### src/rtl/counter_pkg.sv
// Shared definitions for the up/down counting primitive: counting modes and
// the next-count rule used by every counter instance.
package counter_pkg;

   localparam bit MODE_WRAP = 1'b0;
   localparam bit MODE_SAT  = 1'b1;

   // Next value of an enabled count step. Values are zero-extended to 32 bits
   // so one function serves every counter width; the caller truncates.
   function automatic logic [31:0] next_count(input logic [31:0] count,
                                              input logic        up_down,
                                              input logic [31:0] max,
                                              input logic        sat);
      logic [31:0] result;
      if (up_down) begin
         if (count >= max) result = sat ? max : 32'd0;
         else              result = count + 32'd1;
      end else begin
         if (count == 32'd0) result = sat ? 32'd0 : max;
         else                result = count - 32'd1;
      end
      return result;
   endfunction

endpackage

### src/rtl/param_updown_counter.sv
// Parametrised up/down counter with wrap or saturate mode, enable,
// synchronous load with clamping, terminal-count flag and overflow pulse.
module param_updown_counter
   import counter_pkg::*;
#(
   parameter int          WIDTH     = 4,
   parameter int unsigned MAX_COUNT = 2**WIDTH - 1,
   parameter bit          SATURATE  = MODE_WRAP
) (
   input  logic             clk,
   input  logic             reset_n,
   input  logic             en,
   input  logic             up_down,
   input  logic             load,
   input  logic [WIDTH-1:0] load_value,
   output logic [WIDTH-1:0] count,
   output logic             tc,
   output logic             ovf
);

   localparam logic [WIDTH-1:0] MAX_V   = WIDTH'(MAX_COUNT);
   localparam bit               SAT_ON  = (SATURATE == MODE_SAT);

   logic [WIDTH-1:0] count_d;
   logic             ovf_d;
   logic             at_bound;
   logic [WIDTH-1:0] load_clamped;

   // The boundary depends on direction: top when counting up, zero when down.
   assign at_bound     = up_down ? (count == MAX_V) : (count == '0);
   assign tc           = en & ~load & at_bound;
   assign load_clamped = (32'(load_value) > MAX_COUNT) ? MAX_V : load_value;

   // NOTE: every output of a combinational block gets a default first so no
   // path through the if/else leaves it unassigned and infers a latch.
   always_comb begin
      count_d = count;
      ovf_d   = 1'b0;
      if (load) begin
         count_d = load_clamped;
      end else if (en) begin
         count_d = WIDTH'(next_count(32'(count), up_down, MAX_COUNT, SAT_ON));
         ovf_d   = at_bound;
      end
   end

   // NOTE: state registers use non-blocking assignments so all flops sample
   // their inputs from before the edge, independent of statement order.
   always_ff @(posedge clk or negedge reset_n) begin
      if (!reset_n) begin
         count <= '0;
         ovf   <= 1'b0;
      end else begin
         count <= count_d;
         ovf   <= ovf_d;
      end
   end

endmodule

### config.mk
export PLATFORM = sky130hd
export DESIGN_NAME = param_updown_counter
export DESIGN_NICKNAME = d
export VERILOG_FILES = /design/src/rtl/counter_pkg.sv /design/src/rtl/param_updown_counter.sv
export SDC_FILE = /design/constraint.sdc
export NUM_CORES = 1
export LEC_CHECK = 0
export BUFFER_PORTS_ARGS = -buffer_cell sky130_fd_sc_hd__clkbuf_2
export CAP_MARGIN = 40
export CORE_AREA = 5 5 42 44
export CTS_CLUSTER_SIZE = 30
export DETAILED_ROUTE_END_ITERATION = 6
export DIE_AREA = 0 0 47 49
export PLACE_DENSITY_LB_ADDON = 0.2
export SETUP_SLACK_MARGIN = 0.3
export SYNTH_ARGS = -nofsm -noshare
export SYNTH_HDL_FRONTEND = slang
export SYNTH_SLANG_ARGS = --single-unit
### constraint.sdc
create_clock -name clk -period 1.6 [get_ports clk]
set_clock_uncertainty 0.05 [all_clocks]
set_input_delay 0.16 -clock clk [delete_from_list [all_inputs] [get_ports clk]]
set_output_delay 0.16 -clock clk [all_outputs]
set_load 0.01 [all_outputs]
==> results.json <==
{
  "status": "complete, no violations",
  "end_kind": "register",
  "hold_path_class": "input pin to register",
  "worst-setup-path-type": "register to register",
  "initial_core_util_pct": 25.3,
  "maxSlewHeadroom_pct": 86.2,
  "grt_max_degree": 10,
  "power_density_nw_per_um2": 885,
  "syn_inst": 39,
  "die-area_um2": 2300,
  "wl_um": 852,
  "avgRoutedWirePerCell_um": 10.8,
  "synth.net_count": 50,
  "grt_pass1_vias": 377,
  "worstPathArrival_ns": 1.55,
  "die_h_um": 49,
  "hold_ws_ns": 0.0737,
  "r2r_cells": 4,
  "cts_tree": "built",
  "h-tree-depth": 1,
  "period_needed_ns": 1.48,
  "grtUsageTotal_pct": 9.17,
  "syn_avg_cell_area_um2": 9.08,
  "drive_above_1_share_pct": 55.6,
  "power.leakage_nw": 0.257,
  "power_mw": 0.493,
  "n_antenna_cell": 0,
  "worstMarginPinSlew_ns": 0.207,
  "clk_pin_slew_ns": 0.04,
  "netlist_area_um2": 354,
  "chipWidth_um": 47,
  "cts_buffers": 3,
  "rsz0062_at_grt": "yes",
  "path_max_fanout": 5,
  "final_hold_viol_count": 0,
  "rows": 14,
  "setup.worst_path.start_class": "register",
  "ant_nets": 0,
  "clk-insertion-delay-late_ns": 0.24,
  "cpPeakStageDelay_ns": 0.44,
  "clock-sinks": 5,
  "fin_tns_setup_ns": 0,
  "yosysSeqAreaShare_pct": 35.3,
  "ys_ff_latch": 5,
  "hold_path_depth": 3,
  "gp_congestion": 0.647,
  "crit_required_ns": 1.68,
  "finalCritPeriodShare_pct": 92.2,
  "drt_iter0_markers": 4,
  "yosysTopAreaCellShare_pct": 35.3,
  "ios": 15,
  "pre_cts_slack_ns": 0.196,
  "yosys.area.top_type": "dfrtp_1",
  "setup_viol": 0,
  "grt_pass1_wl_um": 1550,
  "placeableCoreArea_um2": 1400,
  "maxCapViolCount": 0,
  "drc": 0,
  "root_buffer": "clkbuf_4",
  "final_nets": 75,
  "vias": 359,
  "hpwl_um": 659,
  "overflow": 0,
  "cts_max_path_buffers": 2,
  "drt_first_pass_iters": 3,
  "synth_cell_types": 22,
  "antenna_found_initial": 0,
  "cp_slowest_cell": "dfrtp_2",
  "crit_path_cell_trace": "buf_4, or3_1, a221oi_2, o31ai_1",
  "numPortBuffers": 14,
  "synth_warnings": 0,
  "slew_viol_final": 0,
  "max_freq_ghz": 0.678,
  "ir_worst_vdd_uv": 664,
  "postLayoutSetupSlackWorst_ns": 0.124,
  "syn_to_final_growth_pct": 57.2,
  "vias_per_cell": 4.54,
  "yosys-top-cells-area": "dfrtp_1 (35%), ha_1 (7.1%), a21oi_1 (5.7%)"
}
logic make-up after synthesis:
| logic type | Yosys count | synth area share [%] |
|---|---|---|
| DFF | 5 | 35.3 |
| AOI/OAI and AO/OA | 12 | 21.9 |
| buffers and inverters | 3 | 4.95 |
| muxes | 2 | 6.01 |
| xor gates and xnor gates | 3 | 7.42 |
| adders and majority gates | 2 | 7.07 |
| and+or+nand+nor | 12 | 17.3 |
power breakdown:
group / switching [mW] / internal, mW
Sequential: 0.0228 / 0.144
Clock: 0.0519 / 0.0943
Combinational: 0.0817 / 0.0983
Total: 0.156 / 0.336
area by class of cell:
cell class | instances | area (um2)
sequential | 5 | 129
timing repair buffer | 21 | 125
clock buffer | 4 | 26.3
fill | 165 | 845
multi-input combinational | 31 | 249
tap | 16 | 20.0
inverter | 2 | 7.51
cells in the mapped netlist, drive strengths merged:
master,count
a21o,1
a21oi,4
a221oi,1
clkdlybuf4s18,1
dfrtp,5
ha,2
inv,2
mux2,1
mux2i,1
nand2,5
nand2b,1
nand3,1
nand3b,1
nand4,1
nor2,1
nor3b,1
o21ai,4
o21bai,1
o31ai,1
or3,1
xnor2,2
xor2,1
stage by stage:
step	utilization [%]	cells	instance area [um2]
2_1_floorplan	-	39	383
3_3_place_gp	33.6	69	470
3_5_place_dp	33.6	69	470
4_1_cts	39.5	79	553
5_1_grt	39.7	79	557
6_report	39.7	79	557
cells in the final DEF, fill, tap and decap left out, drive strengths merged:
master,netlist,routed
dlygate4sd3,0,1
clkbuf,0,17
nand2,5,5
o31ai,1,1
a221oi,1,1
nand2b,1,1
nor3b,1,1
ha,2,2
nand3,1,1
nor2,1,1
dfrtp,5,5
mux2i,1,1
mux2,1,1
xnor2,2,2
xor2,1,1
or3,1,1
o21ai,4,4
nand4,1,1
nand3b,1,1
inv,2,2
a21o,1,1
o21bai,1,1
buf,0,7
a21oi,4,4
worst paths after layout:
path / start / endpoint / slack (ns)
worst max-delay path: count[1] / count[3] / 0.12
worst min-delay path: load_value[2] / count[2] / 0.07
worst max register to register: count[1] / count[3] / 0.12
worst min register to register: count[2] / count[2] / 0.60
max in group asynchronous: reset_n / count[1] / 1.13
min in group asynchronous: reset_n / ovf / 0.21
critical path, delay by kind of cell (launching register included):
kind | cells | cell delay [ns]
buffers and inverters | 1 | 0.16
flip-flops | 1 | 0.44
AND/OR/NAND/NOR | 1 | 0.36
AO/OA/AOI/OAI | 2 | 0.36
sequential cells by signal (all words and copies together), names as in the netlist:
name,count
ovf,1
count,4
layer usage:
layer	wire length (um)	global-route usage, %	share of wire [%]	vias to the layer above
li1	-	-	-	188
met1	374	11.3	44	157
met2	387	13.8	45	14
met3	90	4.43	11	0
met4	0	2.76	0	0
met5	0	0	0	-
timing repair:
item	in CTS	in global routing
gates resized for setup	3	2
pin swaps	3	1
endpoints found under the setup margin	3	3
buffers inserted	5	0
endpoints found under the hold margin	5	0
gates cloned	0	0
hold buffers	1	0
No activity file was read; power rests on OpenSTA's default activity.
